==> src/rtl/decode_stage_pipe.sv <==
`default_nettype none
// ============================================================================
//  Module   : decode_stage_pipe
//  Brief    : Registered, handshaked MIPS-subset decode stage with load-use
//             bubble insertion and flush. Optional FP decode: DECODE_FLOAT_EN.
//  Revision : 1.0 - initial release
// ============================================================================
module decode_stage_pipe #(
  parameter int DATA_W  = 32,
  parameter int PC_W    = 32,
  parameter int REG_AW  = 5,
  parameter int ALUOP_W = 4
) (
  input  logic               clk,
  input  logic               rst,
  input  logic               in_valid,
  output logic               in_ready,
  input  logic [31:0]        in_instr,
  input  logic [PC_W-1:0]    in_pc,
  input  logic               flush,
  output logic               out_valid,
  input  logic               out_ready,
  output logic [PC_W-1:0]    out_pc,
  output logic [REG_AW-1:0]  out_rs,
  output logic [REG_AW-1:0]  out_rt,
  output logic [REG_AW-1:0]  out_wreg,
  output logic [DATA_W-1:0]  out_imm_ext,
  output logic [4:0]         out_shamt,
  output logic [ALUOP_W-1:0] out_aluop,
  output logic               out_regwrite,
  output logic               out_memread,
  output logic               out_memwrite,
  output logic               out_immreg,
  output logic               out_branch,
  output logic               out_bne,
  output logic               out_jump,
  output logic [25:0]        out_jtarget,
  output logic               out_float,
  output logic               out_illegal
);

  localparam logic [5:0] OP_RTYPE = 6'h00;
  localparam logic [5:0] OP_J     = 6'h02;
  localparam logic [5:0] OP_JAL   = 6'h03;
  localparam logic [5:0] OP_BEQ   = 6'h04;
  localparam logic [5:0] OP_BNE   = 6'h05;
  localparam logic [5:0] OP_ADDI  = 6'h08;
  localparam logic [5:0] OP_ADDIU = 6'h09;
  localparam logic [5:0] OP_ANDI  = 6'h0C;
  localparam logic [5:0] OP_ORI   = 6'h0D;
  localparam logic [5:0] OP_LUI   = 6'h0F;
  localparam logic [5:0] OP_COP1  = 6'h11;
  localparam logic [5:0] OP_LW    = 6'h23;
  localparam logic [5:0] OP_SW    = 6'h2B;

  localparam logic [5:0] FN_SLL  = 6'h00;
  localparam logic [5:0] FN_SRL  = 6'h02;
  localparam logic [5:0] FN_ADD  = 6'h20;
  localparam logic [5:0] FN_ADDU = 6'h21;
  localparam logic [5:0] FN_SUB  = 6'h22;
  localparam logic [5:0] FN_AND  = 6'h24;
  localparam logic [5:0] FN_OR   = 6'h25;

`ifdef DECODE_FLOAT_EN
  localparam logic [5:0] FN_FMUL  = 6'h02;
  localparam logic [4:0] FMT_FMUL = 5'b10000;
  localparam logic [4:0] FMT_MTC1 = 5'b00100;
`endif

  localparam logic [ALUOP_W-1:0] ALU_ADD  = ALUOP_W'(4'b0000);
  localparam logic [ALUOP_W-1:0] ALU_SUB  = ALUOP_W'(4'b0001);
  localparam logic [ALUOP_W-1:0] ALU_AND  = ALUOP_W'(4'b0010);
  localparam logic [ALUOP_W-1:0] ALU_SLL  = ALUOP_W'(4'b0011);
  localparam logic [ALUOP_W-1:0] ALU_SRL  = ALUOP_W'(4'b0100);
  localparam logic [ALUOP_W-1:0] ALU_OR   = ALUOP_W'(4'b0110);
  localparam logic [ALUOP_W-1:0] ALU_LUI  = ALUOP_W'(4'b0111);
`ifdef DECODE_FLOAT_EN
  localparam logic [ALUOP_W-1:0] ALU_FMUL = ALUOP_W'(4'b0101);
  localparam logic [ALUOP_W-1:0] ALU_MTC1 = ALUOP_W'(4'b1010);
`endif

  localparam logic [REG_AW-1:0] LINK_REG = {REG_AW{1'b1}};

  // Raw instruction fields
  logic [5:0]  op;
  logic [5:0]  funct;
  logic [4:0]  f_rs;
  logic [4:0]  f_rt;
  logic [4:0]  f_rd;
  logic [15:0] imm;

  assign op    = in_instr[31:26];
  assign f_rs  = in_instr[25:21];
  assign f_rt  = in_instr[20:16];
  assign f_rd  = in_instr[15:11];
  assign imm   = in_instr[15:0];
  assign funct = in_instr[5:0];

  logic [REG_AW-1:0]  d_rs;
  logic [REG_AW-1:0]  d_rt;
  logic [REG_AW-1:0]  d_wreg;
  logic [DATA_W-1:0]  d_imm_ext;
  logic [ALUOP_W-1:0] d_aluop;
  logic               d_regwrite;
  logic               d_memread;
  logic               d_memwrite;
  logic               d_immreg;
  logic               d_branch;
  logic               d_bne;
  logic               d_jump;
  logic               d_illegal;
  logic               d_uses_rt;
`ifdef DECODE_FLOAT_EN
  logic               d_float;
`endif

  logic [DATA_W-1:0] imm_sext;
  logic [DATA_W-1:0] imm_zext;
  logic [DATA_W-1:0] imm_upper;

  assign d_rs      = REG_AW'(f_rs);
  assign d_rt      = REG_AW'(f_rt);
  assign imm_sext  = {{(DATA_W-16){imm[15]}}, imm};
  assign imm_zext  = DATA_W'(imm);
  assign imm_upper = DATA_W'({imm, 16'h0000});

  always_comb begin
    d_wreg     = d_rt;
    d_imm_ext  = '0;
    d_aluop    = ALU_ADD;
    d_regwrite = 1'b0;
    d_memread  = 1'b0;
    d_memwrite = 1'b0;
    d_immreg   = 1'b0;
    d_branch   = 1'b0;
    d_bne      = 1'b0;
    d_jump     = 1'b0;
    d_illegal  = 1'b0;
    d_uses_rt  = 1'b0;
`ifdef DECODE_FLOAT_EN
    d_float    = 1'b0;
`endif

    case (op)
      OP_RTYPE: begin
        d_wreg     = REG_AW'(f_rd);
        d_uses_rt  = 1'b1;
        d_regwrite = 1'b1;
        case (funct)
          FN_ADD, FN_ADDU: d_aluop = ALU_ADD;
          FN_SUB:          d_aluop = ALU_SUB;
          FN_AND:          d_aluop = ALU_AND;
          FN_OR:           d_aluop = ALU_OR;
          FN_SLL:          d_aluop = ALU_SLL;
          FN_SRL:          d_aluop = ALU_SRL;
          default:         d_illegal = 1'b1;
        endcase
      end
      OP_ADDI, OP_ADDIU: begin
        d_regwrite = 1'b1;
        d_immreg   = 1'b1;
        d_imm_ext  = imm_sext;
      end
      OP_ANDI: begin
        d_regwrite = 1'b1;
        d_immreg   = 1'b1;
        d_imm_ext  = imm_zext;
        d_aluop    = ALU_AND;
      end
      OP_ORI: begin
        d_regwrite = 1'b1;
        d_immreg   = 1'b1;
        d_imm_ext  = imm_zext;
        d_aluop    = ALU_OR;
      end
      OP_LUI: begin
        d_regwrite = 1'b1;
        d_immreg   = 1'b1;
        d_imm_ext  = imm_upper;
        d_aluop    = ALU_LUI;
      end
      OP_LW: begin
        d_regwrite = 1'b1;
        d_memread  = 1'b1;
        d_immreg   = 1'b1;
        d_imm_ext  = imm_sext;
      end
      OP_SW: begin
        d_memwrite = 1'b1;
        d_immreg   = 1'b1;
        d_imm_ext  = imm_sext;
        d_uses_rt  = 1'b1;
      end
      OP_BEQ, OP_BNE: begin
        d_branch  = 1'b1;
        d_bne     = (op == OP_BNE);
        d_imm_ext = imm_sext;
        d_aluop   = ALU_SUB;
        d_uses_rt = 1'b1;
      end
      OP_J: begin
        d_jump = 1'b1;
      end
      OP_JAL: begin
        d_jump     = 1'b1;
        d_regwrite = 1'b1;
        d_wreg     = LINK_REG;
      end
      OP_COP1: begin
`ifdef DECODE_FLOAT_EN
        if (f_rs == FMT_FMUL && funct == FN_FMUL) begin
          d_regwrite = 1'b1;
          d_aluop    = ALU_FMUL;
          d_float    = 1'b1;
          d_wreg     = REG_AW'(f_rd);
        end else if (f_rs == FMT_MTC1) begin
          d_regwrite = 1'b1;
          d_aluop    = ALU_MTC1;
          d_float    = 1'b1;
          d_wreg     = REG_AW'(f_rd);
        end else begin
          d_illegal = 1'b1;
        end
`else
        d_illegal = 1'b1;
`endif
      end
      default: d_illegal = 1'b1;
    endcase

    // An unrecognised word still flows through the pipe but must not act.
    if (d_illegal) begin
      d_regwrite = 1'b0;
      d_memread  = 1'b0;
      d_memwrite = 1'b0;
      d_immreg   = 1'b0;
      d_branch   = 1'b0;
      d_bne      = 1'b0;
      d_jump     = 1'b0;
      d_aluop    = ALU_ADD;
      d_imm_ext  = '0;
`ifdef DECODE_FLOAT_EN
      d_float    = 1'b0;
`endif
    end
  end

  // Load-use: the held load's destination is read by the incoming word.
  logic hazard;
  logic accept;

  assign hazard = out_valid && out_memread && (out_wreg != '0) &&
                  ((d_rs == out_wreg) || (d_uses_rt && (d_rt == out_wreg)));
  assign in_ready = !flush && !hazard && (!out_valid || out_ready);
  assign accept   = in_valid && in_ready;

  always_ff @(posedge clk) begin
    if (rst) begin
      out_valid    <= 1'b0;
      out_pc       <= '0;
      out_rs       <= '0;
      out_rt       <= '0;
      out_wreg     <= '0;
      out_imm_ext  <= '0;
      out_shamt    <= '0;
      out_aluop    <= '0;
      out_regwrite <= 1'b0;
      out_memread  <= 1'b0;
      out_memwrite <= 1'b0;
      out_immreg   <= 1'b0;
      out_branch   <= 1'b0;
      out_bne      <= 1'b0;
      out_jump     <= 1'b0;
      out_jtarget  <= '0;
      out_illegal  <= 1'b0;
    end else if (flush) begin
      out_valid <= 1'b0;
    end else if (accept) begin
      out_valid    <= 1'b1;
      out_pc       <= in_pc;
      out_rs       <= d_rs;
      out_rt       <= d_rt;
      out_wreg     <= d_wreg;
      out_imm_ext  <= d_imm_ext;
      out_shamt    <= in_instr[10:6];
      out_aluop    <= d_aluop;
      out_regwrite <= d_regwrite;
      out_memread  <= d_memread;
      out_memwrite <= d_memwrite;
      out_immreg   <= d_immreg;
      out_branch   <= d_branch;
      out_bne      <= d_bne;
      out_jump     <= d_jump;
      out_jtarget  <= in_instr[25:0];
      out_illegal  <= d_illegal;
    end else if (out_ready) begin
      out_valid <= 1'b0;
    end
  end

`ifdef DECODE_FLOAT_EN
  logic float_q;

  always_ff @(posedge clk) begin
    if (rst) begin
      float_q <= 1'b0;
    end else if (accept) begin
      float_q <= d_float;
    end
  end

  assign out_float = float_q;
`else
  assign out_float = 1'b0;
`endif

endmodule
`default_nettype wire

==> config.mk <==
export PLATFORM = sky130hd
export DESIGN_NAME = decode_stage_pipe
export DESIGN_NICKNAME = d
export VERILOG_FILES = /design/src/rtl/decode_stage_pipe.sv
export SDC_FILE = /design/constraint.sdc
export NUM_CORES = 1
export LEC_CHECK = 0
export CORE_MARGIN = 2
export CORE_UTILIZATION = 43
export CTS_BUF_LIST = sky130_fd_sc_hd__clkbuf_8 sky130_fd_sc_hd__clkbuf_16
export CTS_CLUSTER_DIAMETER = 80
export DETAILED_ROUTE_END_ITERATION = 10
export PLACE_DENSITY_LB_ADDON = 0.08
export SKIP_LAST_GASP = 1
export SLEW_MARGIN = 20
export SYNTH_ARGS = -nofsm -noshare
export SYNTH_HDL_FRONTEND = slang
export SYNTH_SLANG_ARGS = --single-unit
export TNS_END_PERCENT = 30
==> constraint.sdc <==
create_clock -name clk -period 2.5 [get_ports clk]
set_clock_uncertainty 0.15 [all_clocks]
set_input_delay 0.25 -clock clk [delete_from_list [all_inputs] [get_ports clk]]
set_output_delay 0.25 -clock clk [all_outputs]
set_load 0.03 [all_outputs]
==> results.py <==
metrics = {
    "global_route": {
        "grt_pass1_wl_mm": 24.6,
        "grt_usage": 0.261,
        "grt_overflow_total": 0,
        "antenna_found_initial": 0,
        "grt_pass1_vias": 4769,
        "grt_max_degree": 59,
    },
    "worst_setup_path": {
        "slowest_stage": "or4_4",
        "reg2reg_slack_ns": -0.01,
        "start_kind": "flop",
        "cpPeakStageDelay_ns": 0.54,
        "crit_family": "simple AND/OR/NAND/NOR gates",
        "critPathBufInv": 3,
        "criticalPathCategory": "flop to flop",
        "crit_chain": "or4_4 > o211ai_4 > buf_6 > nand4b_1 > nand4b_1 > buf_6 > clkbuf_16 > o32ai_1",
        "crit_required_ns": 2.62,
        "end_kind": "flop",
        "cp_data_arrival_time_ns": 2.64,
        "crit_fanout": 5,
    },
    "finish": {
        "final_common_cell": "clkdlybuf4s50_1",
        "diodes": 0,
        "final_cell_mix": "clkdlybuf4s50_1 (189), dfxtp_1 (104), a21oi_1 (100)",
        "area_growth_syn_to_layout_pct": 53.8,
        "seqCellArea_um2": 2150,
        "design_area_um2": 7370,
        "drive_gt1_frac": 0.122,
        "multi_input_area_um2": 2340,
        "fill_cells": 940,
        "nets": 828,
    },
    "cts": {
        "ctsHoldBuffers": 0,
        "cts_root_buf": "clkbuf_8",
        "cts_tree": "built",
        "clk_pin_slew_worst_paths_ns": 0.10,
        "cts_sinks": 107,
        "clkLatencyLatePin_ns": 0.36,
        "cts_buffers": 9,
        "cts_htree_levels": 3,
        "clockBufferDepth": 2,
    },
    "sta": {
        "slew_headroom": 0.520,
        "setup_tns_ns": -0.0383,
        "rsz0062_at_grt": "true",
        "worst_slack_ns": -0.0143,
        "tightestPinTransition_ns": 0.719,
        "setup_viol": 4,
        "fmax_mhz": 398,
        "fin_crit_sh": 1.01,
        "period_minus_slack_ns": 2.51,
        "drv_slew": 0,
        "hold_viol": 0,
    },
    "synth": {
        "syn_inst": 581,
        "syn-cell-area_um2": 4800,
        "yosysTopAreaCell": "dfxtp_1",
        "async_flop_share": 0,
        "synth-seq-cells": 107,
        "yosys_warnings": 0,
        "syn_avg_cell_area_um2": 8.25,
        "ys_types": 48,
        "synthTopCellsByArea": "dfxtp_1 (45%), a21oi_1 (10%), o21ai_0 (8.8%)",
        "yosysTopAreaCellShare": 0.447,
        "ys.flop_type": "dfxtp_1",
        "seq_area_frac_synth": 0.447,
        "synth_edf_count": 0,
    },
    "power_and_ir_drop": {
        "ir_drop_mv": 0.379,
        "power.total_mw": 3.68,
        "comb_power_share": 0.204,
        "p_clk_frac": 0.310,
        "cell_internal_pwr_mw": 2.63,
        "swShare": 0.288,
        "leakage_nw": 2.47,
        "p_seq_frac": 0.486,
        "switching_power_mw": 1.06,
        "powerDensity_nw_per_um2": 500,
    },
    "job": {
        "drv_cap": 0,
    },
    "place": {
        "placed_area_um2": 6940,
        "port-buffer-count": 191,
        "globalplace.congestion": 0.902,
        "hpwl_mm": 11.4,
        "post-place-ws_ns": -0.0426,
    },
    "routing": {
        "ant_nets": 0,
        "num_vias": 5189,
        "drt-initial-drc-count": 420,
        "drt-vias-per-instance": 5.75,
        "remaining_drc_errors": 0,
        "drt-pass1-iter-count": 6,
        "wl_mm": 16.6,
        "routedWlPerCell_um": 18.3,
    },
    "floorplan": {
        "dieArea_um2": 12000,
        "die_w_um": 110,
        "coreArea_um2": 10800,
        "rows": 38,
        "pin_count": 194,
        "fp.dieH_um": 110,
        "start_util": 0.442,
    },
    "status": {
        "violations": "setup timing",
        "status": "complete, but fails checks",
    },
    "min_path": {
        "hp-class": "primary input to flop",
    },
}
## repair_timing
item | in CTS | in global routing
setup buffers | 3 | 1
cloned | 0 | 2
pin swaps | 2 | 9
setup endpoints to repair | 22 | 67
gates resized for setup | 1 | 20
## flip-flops by register name (all words and copies together), names as in the netlist, 3 cells and up
signal and cells:
out_imm_ext 32, out_pc 32, out_jtarget 13, out_rs 5, out_wreg 5, out_rt 4
out_shamt 4, out_aluop 3
## per-stage QoR
stage / instances / hold slack (ns) / utilization
global route: 903 / 0.296 / 0.680
global placement: 882 / 0.291 / 0.640
CTS: 900 / 0.244 / 0.663
detailed placement: 882 / 0.296 / 0.640
finish: 903 / 0.290 / 0.680
floorplan: 582 / 0.179 / -
## power by group through the flow
stage / clock (mW) / sequential [mW] / combinational [mW]
4_1_cts: 1.16 / 1.79 / 0.729
2_1_floorplan: 0 / 1.94 / 0.262
3_3_place_gp: 0 / 1.83 / 0.719
6_report: 1.14 / 1.79 / 0.751
3_5_place_dp: 0 / 1.83 / 0.725
5_1_grt: 1.23 / 1.80 / 0.795
## metal layers
metal  share of wire  global-route usage  wire [um]  vias up
met4           0.024              0.0868        405        0
met1            0.41               0.339       6780     2457
met5               0                   0          0        -
li1                -                   -          -     2463
met2            0.49               0.431       8040      240
met3           0.081              0.0545       1340       29
## path summary, 6_finish.rpt
path                         from               to  cells after the start
hold reg to reg   out_imm_ext[31]  out_imm_ext[31]                      2
setup / recovery      out_wreg[3]  out_imm_ext[30]                      8
hold / removal          in_pc[22]       out_pc[22]                      3
setup reg to reg      out_wreg[3]  out_imm_ext[30]                      8
## area by class of cell
type | count | area share
Timing Repair Buffer | 244 | 0.327
Multi-Input combinational cell | 375 | 0.317
Sequential cell | 107 | 0.292
Tap cell | 140 | 0.0238
Clock buffer | 10 | 0.0202
Inverter | 22 | 0.0112
Clock inverter | 5 | 0.00882
## cells in the mapped netlist (2+ instances only)
cell        n
nand4_1    17
nor3_1      7
a311oi_1    6
clkbuf_1   39
xnor2_1     4
nand3_1    62
o211ai_1    2
nor2b_1     4
xor2_1      7
a21oi_1   100
o22ai_1     2
nand4b_1    4
nor2_1      9
mux2i_1     6
or4_1       4
o32ai_1    19
buf_2      11
a32oi_1     3
nor4_1      4
nor3b_1     2
o21ai_0    84
inv_1      22
buf_4      17
nand2_1     6
dfxtp_1   107
buf_1      10
nand2b_1    2
## cells by family after synthesis
family | after synthesis | synth area share
XOR/XNOR | 11 | 0.0201
flip-flops | 107 | 0.447
AND/OR/NAND/NOR | 128 | 0.149
other | 1 | 0.000782
multiplexers | 6 | 0.0125
buffers and inverters | 100 | 0.0960
AO/OA/AOI/OAI | 228 | 0.275
## worst register-to-register path: cells and delay by family (launching register included)
kind	cells	cell delay (ns)
AO/OA/AOI/OAI	2	0.50
buffers and inverters	3	0.48
AND/OR/NAND/NOR	3	0.94
flip-flops	1	0.35
No activity file was read; power rests on OpenSTA's default activity.
